[config.mk]
export PLATFORM = sky130hd
export DESIGN_NAME = pc_gen_unit
export DESIGN_NICKNAME = d
export VERILOG_FILES = /design/src/rtl/pc_gen_unit.sv
export SDC_FILE = /design/constraint.sdc
export NUM_CORES = 1
export LEC_CHECK = 0
export BUFFER_PORTS_ARGS = -buffer_cell sky130_fd_sc_hd__buf_2
export CORE_AREA = 2 2 131 133
export CTS_CLUSTER_DIAMETER = 120
export DETAILED_ROUTE_END_ITERATION = 16
export DIE_AREA = 0 0 133 135
export PLACE_DENSITY_LB_ADDON = 0.08
export RECOVER_POWER = 50
export SLEW_MARGIN = 0
export SYNTH_ARGS = -nofsm -noshare
export SYNTH_HDL_FRONTEND = slang
export SYNTH_SLANG_ARGS = --single-unit
[constraint.sdc]
create_clock -name clk -period 3.89 [get_ports clk]
set_input_delay 0.389 -clock clk [delete_from_list [all_inputs] [get_ports clk]]
set_output_delay 0.389 -clock clk [all_outputs]
set_load 0.01 [all_outputs]
[src/rtl/pc_gen_unit.sv]
// PC register and next-PC generator with stall, exception redirect and IF-flush pulse.
// Optional return-address stack is enabled by defining PC_RAS_EN.
module pc_gen_unit #(
  parameter int          WIDTH      = 32,
  parameter logic [31:0] RESET_PC   = 32'h0000_3000,
  parameter logic [31:0] EXC_VECTOR = 32'h0000_4180,
  parameter int          RAS_DEPTH  = 4
) (
  input  logic             clk,
  input  logic             rst,
  input  logic             stall,
  input  logic             exc_req,
  input  logic [2:0]       npc_op,
  input  logic             branch_taken,
  input  logic [25:0]      imm,
  input  logic [WIDTH-1:0] rs_data,
  output logic [WIDTH-1:0] pc,
  output logic [WIDTH-1:0] pc_plus4,
  output logic [WIDTH-1:0] npc,
  output logic             redirect,
  output logic             ras_hit
);

  localparam logic [2:0] OP_PLUS4  = 3'b000;
  localparam logic [2:0] OP_BRANCH = 3'b001;
  localparam logic [2:0] OP_JUMP   = 3'b010;
  localparam logic [2:0] OP_JAL    = 3'b011;
  localparam logic [2:0] OP_JR     = 3'b100;
  localparam logic [2:0] OP_RET    = 3'b101;

  localparam logic [WIDTH-1:0] RESET_VAL = WIDTH'(RESET_PC);
  localparam logic [WIDTH-1:0] EXC_VAL   = WIDTH'(EXC_VECTOR);
  localparam logic [WIDTH-1:0] FOUR      = WIDTH'(32'd4);

  logic             advance;
  logic             nonseq;
  logic [WIDTH-1:0] branch_target;
  logic [WIDTH-1:0] jump_target;
  logic [WIDTH-1:0] reg_target;
  logic [WIDTH-1:0] ret_target;
  logic             unused_low;

  assign advance       = !exc_req && !stall;
  assign pc_plus4      = pc + FOUR;
  assign branch_target = pc_plus4 + {{(WIDTH-18){imm[15]}}, imm[15:0], 2'b00};
  assign jump_target   = {pc_plus4[WIDTH-1:28], imm, 2'b00};
  // Register targets are forced word-aligned; the dropped bits are intentionally ignored.
  assign reg_target    = {rs_data[WIDTH-1:2], 2'b00};
  assign unused_low    = ^rs_data[1:0];

`ifdef PC_RAS_EN
  localparam int PTR_W = $clog2(RAS_DEPTH);
  localparam int CNT_W = $clog2(RAS_DEPTH + 1);
  localparam logic [PTR_W-1:0] PTR_ONE  = PTR_W'(1);
  localparam logic [CNT_W-1:0] CNT_ONE  = CNT_W'(1);
  localparam logic [CNT_W-1:0] CNT_FULL = CNT_W'(RAS_DEPTH);

  logic [WIDTH-1:0] ras_mem [RAS_DEPTH];
  logic [PTR_W-1:0] ras_ptr;
  logic [CNT_W-1:0] ras_cnt;
  logic             ras_push;

  // ras_ptr addresses the next free slot; the circular wrap overwrites the oldest entry.
  assign ras_push   = advance && (npc_op == OP_JAL);
  assign ras_hit    = (npc_op == OP_RET) && (ras_cnt != {CNT_W{1'b0}});
  assign ret_target = ras_hit ? ras_mem[ras_ptr - PTR_ONE] : reg_target;

  // RAS pointer and occupancy count
  always_ff @(posedge clk) begin
    if (rst) begin
      ras_ptr <= {PTR_W{1'b0}};
      ras_cnt <= {CNT_W{1'b0}};
    end else if (ras_push) begin
      ras_ptr <= ras_ptr + PTR_ONE;
      if (ras_cnt != CNT_FULL) begin
        ras_cnt <= ras_cnt + CNT_ONE;
      end else begin
        ras_cnt <= ras_cnt;
      end
    end else if (advance && ras_hit) begin
      ras_ptr <= ras_ptr - PTR_ONE;
      ras_cnt <= ras_cnt - CNT_ONE;
    end else begin
      ras_ptr <= ras_ptr;
      ras_cnt <= ras_cnt;
    end
  end

  // RAS storage; entries beyond the count are never read
  always_ff @(posedge clk) begin
    if (!rst && ras_push) begin
      ras_mem[ras_ptr] <= pc_plus4;
    end
  end
`else
  localparam int unused_ras_depth = RAS_DEPTH;

  assign ras_hit    = 1'b0;
  assign ret_target = reg_target;
`endif

  // Next-PC selection and non-sequential flag
  always_comb begin
    npc    = pc_plus4;
    nonseq = 1'b0;
    case (npc_op)
      OP_PLUS4: begin
        npc    = pc_plus4;
        nonseq = 1'b0;
      end
      OP_BRANCH: begin
        if (branch_taken) begin
          npc    = branch_target;
          nonseq = 1'b1;
        end else begin
          npc    = pc_plus4;
          nonseq = 1'b0;
        end
      end
      OP_JUMP, OP_JAL: begin
        npc    = jump_target;
        nonseq = 1'b1;
      end
      OP_JR: begin
        npc    = reg_target;
        nonseq = 1'b1;
      end
      OP_RET: begin
        npc    = ret_target;
        nonseq = 1'b1;
      end
      default: begin
        npc    = pc_plus4;
        nonseq = 1'b0;
      end
    endcase
  end

  // PC register and one-cycle redirect pulse; exception overrides stall
  always_ff @(posedge clk) begin
    if (rst) begin
      pc       <= RESET_VAL;
      redirect <= 1'b0;
    end else if (exc_req) begin
      pc       <= EXC_VAL;
      redirect <= 1'b1;
    end else if (stall) begin
      pc       <= pc;
      redirect <= 1'b0;
    end else begin
      pc       <= npc;
      redirect <= nonseq;
    end
  end

endmodule

# Word level (Yosys, flattened, before mapping)
# Cells that the tools add are included.
# word_totals
reg_bits	33
latch_bits	0
mem_bits_rw	0
mem_bits_ro	0
out_inout_bits	98
elab_cells	23
mem_count	0
# op_classes
add_sub_neg	2
mul	0
n_div	0
order_cmp	0
eq_ne	6
shift	0
muxes	8
n_bitwise	0
reduce_logical	4
# op_table
cell	count
case mux 32 bit (3 select lines)	1
adder 32 x 3 -> 32 bit (second input constant)	1
adder 32 bit	1
two-way mux 32 bit	1
two-way mux 15 bit	2
== test 3 x 2 -> 1 bit (second input constant)	2
== test 3 bit (second input constant)	2
OR reduction 2 bit	3
OR reduction 4 bit	1
== test 3 x 1 -> 1 bit (second input constant)	1
two-way mux 1 bit	3
inequality test 2 x 1 -> 1 bit (second input constant)	1
case mux 1 bit (2 select lines)	1

# Depth between registers and ports, before layout
# depth
ltp_word	6
mapped_depth	16
mapped_depth_nobuf	14

# Worst setup path before layout
# Ideal clock, no wire load.
# synth_timing
path_type	register to output
from	reg pc[4]
to	out npc[26]
t_arrival_ps	3431
t_required_ps	3501
setup_slack_ps	70
path_stages_with_launch	15
n_path_buf	2
cell_sequence	dfxtp_1 > and4_1 > buf_4 > nand4_4 > nor3_1 > xor2_1 > ha_1 > buf_2 > a21o_1 > a221oi_2 > o21ai_1 > or3_4 > and3_1 > o211a_1 > nor2_1
# synth_between
elab_chain_len	4
# synth_lines
item	line_no	rtl
from (decl)	17	output logic [WIDTH-1:0] pc,
from (signal assigned)	148	pc <= pc;
from (signal assigned)	151	pc <= npc;
adder 32 x 3 -> 32 bit	44	assign pc_plus4 = pc + FOUR;
net pc_plus4[15]	18	output logic [WIDTH-1:0] pc_plus4,
adder 32 bit	45	assign branch_target = pc_plus4 + {{(WIDTH-18){imm[15]}}, imm[15:0], 2'b00};
two-way mux 32 bit	112	if (branch_taken) begin
case mux 32 bit (3 select lines)	106	case (npc_op)
to (decl)	19	output logic [WIDTH-1:0] npc,
# The timed path passes the listed nets, and every way through them passes these cells.

# Worst setup path in the final report
# layout_timing
from	reg pc[11]
to	out npc[31]
# layout_between
elab_chain_len	4
# layout_lines
item	line_no
adder 32 x 3 -> 32 bit *	44
adder 32 bit	45
two-way mux 32 bit	112
case mux 32 bit (3 select lines) *	106
# Every way passes the cells marked *; elsewhere a longest branch is shown, timed or not.

==> summary.md <==
| Metric | Value |
|---|---|
| Clock Sinks | `33` |
| Arrival time at the worst endpoint | `around 3.7 ns` |
| Pre-CTS worst setup slack | `-0.169 ns` |
| Pre-antenna DRT Iters | `5` |
| Switching power share of the total | `0.408` |
| Vias in the first global route | `6368` |
| Synth top area share | `0.136` |
| Slew of the pin with the lowest slew margin | `approximately 1.2 ns` |
| Post-Synthesis Cells | `around 700` |
| Synthesized netlist net count | `782` |
| Number of inserted filler cells in the final layout | `around 1700` |
| Max Freq | `between 0.2 and 0.25 GHz` |
| Uppermost routed layer | `met4` |
| Most used flip-flop cell after synthesis | `sky130_fd_sc_hd__dfxtp_1` |
| PD cells | `~210 mW/mm²` |
| Num rows | `47` |
| Vert. Die Dim | `135 µm` |
| Overall routed net length | `23.9 mm` |
| Most numerous cell in the Yosys netlist | `sky130_fd_sc_hd__a21oi_1` |
| Number of warning messages in the yosys log | `0` |
| Area fraction in and, or, nand and nor cells after synthesis | `0.242` |
| Share of the synthesized area in compound gates (AO/OA/AOI/OAI) | `0.346` |
| Root buffer cell | `sky130_fd_sc_hd__clkbuf_16` |
| Number of buffers created by CTS | `5` |
| Remaining Overflow, GRT | `0` |
| Worst Hold Class | `input pin to flop` |
| Global-route wire length before repair | `35.6 mm` |
| Final cell utilization of the core | `0.473` |
| Detail-routed via count per cell | `5.42` |
| Sequential cell area fraction in the yosys report | `0.136` |
| Post-route DRC | `0` |
| Estimated wirelength of the detail-placed design | `18.1 mm` |
| Crit end category | `output port` |
| Final-stage net count | `1081` |
| Total count of max-transition violations in the final report | `0` |
| Core outline area | `0.0164 mm²` |
| Switching power | `a little under 0.0007 W` |
| Sequential group share of total power | `0.224` |
| Layout Skew | `approximately 0.0099 ns` |
| Final cycle utilization of the critical path | `1.05` |
| Total met3 wirelength after detailed routing | `between 1 and 1.5 mm` |
| DRT antenna net count | `0` |
| Synth Area in Adders | `0.0893` |
| Die boundary width | `133 µm` |
| Portion of netlist area occupied by mux cells | `0.0374` |
| Worst Slack Setup Final | `-0.193 ns` |
| Distinct cell type count of the synthesized netlist | `81` |
| Routed wire per std cell | `19.9 µm` |
| Routability cong. | `just over 0.9` |
| Final critical path time including I/O delays and setup | `between 4 and 5 ns` |
| Vias after detailed routing | `roughly 6500` |
| I/O pin total | `~160` |
| Initial antenna violation count | `0` |
| Normalized max-slew margin | `0.210` |
| Netlist area before placement | `0.00485 mm²` |
| Post-layout instance count excluding filler cells | `1202` |
| CTS tree | `built` |
| Unrepaired setup endpoints after global routing | `yes` |
| Cell area after layout | `0.00776 mm²` |
| CTS clock-pin slew for the worst setup and hold paths | `0.06 ns` |
| Number of buffers on the longest clock path | `2` |
| Violations in the final reports | `negative setup slack` |
| Required time of the critical path | `roughly 3.5 ns` |
| Worst setup path category | `flop to output port` |
| Area added between synthesis and finish | `60.1%` |
| Met1 Routed Length | `~10 mm` |
| Synth Area per Inst | `7.11 µm²` |
| Reported max-cap violation count | `0` |
| Largest fanout on the critical path | `4` |
| Layout cell share with drive strength beyond 1 | `0.464` |
| Biggest area contributors in the synthesized netlist | `sky130_fd_sc_hd__dfxtp_1 (14%), sky130_fd_sc_hd__ha_1 (8.5%), sky130_fd_sc_hd__a21oi_1 (7.1%)` |
| Type of element launching the critical path | `flop` |
| Final antenna diode count | `0` |
| Main combinational cell family by area after synthesis | `compound AO/OA/AOI/OAI gates` |
| Ys async rst share | `0` |
| Top cell types by occurrence after synthesis | `sky130_fd_sc_hd__a21oi_1 (69), sky130_fd_sc_hd__nand2_1 (66), sky130_fd_sc_hd__nor2_1 (63), sky130_fd_sc_hd__o21ai_0 (42)` |
| Clock network power share | `0.262` |
| Starting Density | `0.296` |
| Final total power | `between 0.0015 and 0.002 W` |
| Number of endpoints failing setup at the final stage | `9` |
| Post-DP Area | `~0.0068 mm²` |
| Met2 layer wire length in the routed design | `11.8 mm` |
| Xor/xnor cell area share of the yosys netlist | `0.0795` |
| Leading area contributor after synthesis | `sky130_fd_sc_hd__dfxtp_1` |
| Iteration-0 DRC count of the detailed router | `between 300 and 400` |
| Area of the die | `about 0.018 mm²` |
| Port-buffer cells | `160` |
| Static leakage | `around 3.7 nW` |
| Result of the run | `finished with violations` |
| Number of buffers inserted by hold repair at cts | `0` |
| CTS HTree Levels | `2` |
| Final hold violation count | `0` |
| Global Route Usage Sum | `0.255` |
| Register bit count reported by yosys | `33` |
| Source-to-sink clock delay at the later pin of the worst-skew pair | `roughly 0.31 ns` |
| Design internal power | `between 0.0009 and 0.001 W` |
| Largest net degree at the start of global routing | `37` |
| Post-synth EDFFs | `0` |
| Combinational Power Share | `0.515` |
| Placed cell count | `roughly 1200` |
| Largest vdd supply drop | `roughly 0.15 mV` |
## metal layers
| layer | track usage | vias to the layer above |
|---|---|---|
| met5 | 0 | - |
| met3 | 0.0338 | 39 |
| li1 | - | 3120 |
| met2 | 0.455 | 238 |
| met1 | 0.325 | 3119 |
| met4 | 0.0669 | 0 |
## per-stage QoR
stage	TNS, ns	hold WS [ns]
floorplan	0	0.458
global placement	-0.411	0.451
detailed placement	-0.518	0.458
CTS	-0.390	0.370
global route	-2.33	0.385
finish	-0.831	0.371
## critical path: stages, from the launching register on
cell	delay (ns)
sky130_fd_sc_hd__dfxtp_2	0.34
sky130_fd_sc_hd__and4_4	0.27
sky130_fd_sc_hd__nand4_4	0.20
sky130_fd_sc_hd__nor2_2	0.16
sky130_fd_sc_hd__nand2_1	0.10
sky130_fd_sc_hd__xnor2_2	0.15
sky130_fd_sc_hd__ha_1	0.32
sky130_fd_sc_hd__nand4_1	0.20
sky130_fd_sc_hd__buf_4	0.20
sky130_fd_sc_hd__o31a_1	0.29
sky130_fd_sc_hd__o21ai_2	0.08
sky130_fd_sc_hd__buf_4	0.16
sky130_fd_sc_hd__nor2_2	0.05
sky130_fd_sc_hd__a21oi_4	0.15
sky130_fd_sc_hd__buf_6	0.14
sky130_fd_sc_hd__mux2i_4	0.25
sky130_fd_sc_hd__nor3_2	0.07
sky130_fd_sc_hd__nor2_1	0.10
sky130_fd_sc_hd__buf_2	0.14
## sequential cells by signal, summed over array words and instances, names as in the netlist
signal    cells
pc           32
redirect      1
## cells in the final DEF (no fill, tap or decap), drive strengths merged, types with 6 or more instances in the layout
cell    netlist  layout
inv          33      33
o21ba         9       9
dfxtp        33      33
a211oi        8       8
a31oi         8       8
or3           7       7
a221oi       11      11
a21oi        69      69
nand4        14      14
o22ai        12      12
ha           33      33
nor3b         6       6
nand3        20      20
nor3         18      18
a21o         12      12
a22oi         8       8
xor2         20      20
nor2b         8       8
buf          15     311
mux2i        17      17
nand2        67      67
clkbuf       20      22
and2          8       8
and3          6       6
nor2         63      63
xnor2        24      24
o21ai        46      46
## what timing repair did
item                                    4_1_cts  5_1_grt
buffers inserted                             14       13
pin swaps                                    53       39
endpoints found under the setup margin       17       16
gates resized for setup                     104       41
## logic make-up (layout without fill, tap and decap cells)
logic type,count (synthesis),in the layout
adder cells (fa/ha/maj),34,34
multiplexers,18,18
AND/OR/NAND/NOR,235,235
buffers and inverters,71,371
flip-flops,33,33
other,1,1
XOR/XNOR,44,44
AO/OA/AOI/OAI,246,246
## path summary, 6_finish.rpt
kind | slack [ns] | depth (start not counted) | to | startpoint
worst max-delay path | -0.19 | 18 | npc[31] | pc[11]
worst min-delay path | 0.37 | 2 | pc[12] | exc_req
worst max register to register | 0.22 | 18 | pc[30] | pc[11]
worst min register to register | 0.48 | 2 | pc[1] | pc[1]
## power groups by stage
stage,clock (W),sequential [W],combinational (W)
final,0.000431,0.000368,0.000848
after global routing,0.000445,0.000370,0.000916
after CTS,0.000435,0.000368,0.000806
after detailed placement,0,0.000373,0.000753
after global placement,0,0.000373,0.000749
after floorplan,0,0.000386,0.000404
## final cells by class
class	instances	area [µm²]	area share
Clock buffer	5	125	0.0161
Clock inverter	3	17.5	0.00226
Inverter	35	131	0.0169
Multi-Input combinational cell	578	4470	0.575
Sequential cell	33	672	0.0866
Tap cell	220	275	0.0355
Timing Repair Buffer	328	2080	0.267
No activity file was read; power rests on OpenSTA's default activity.
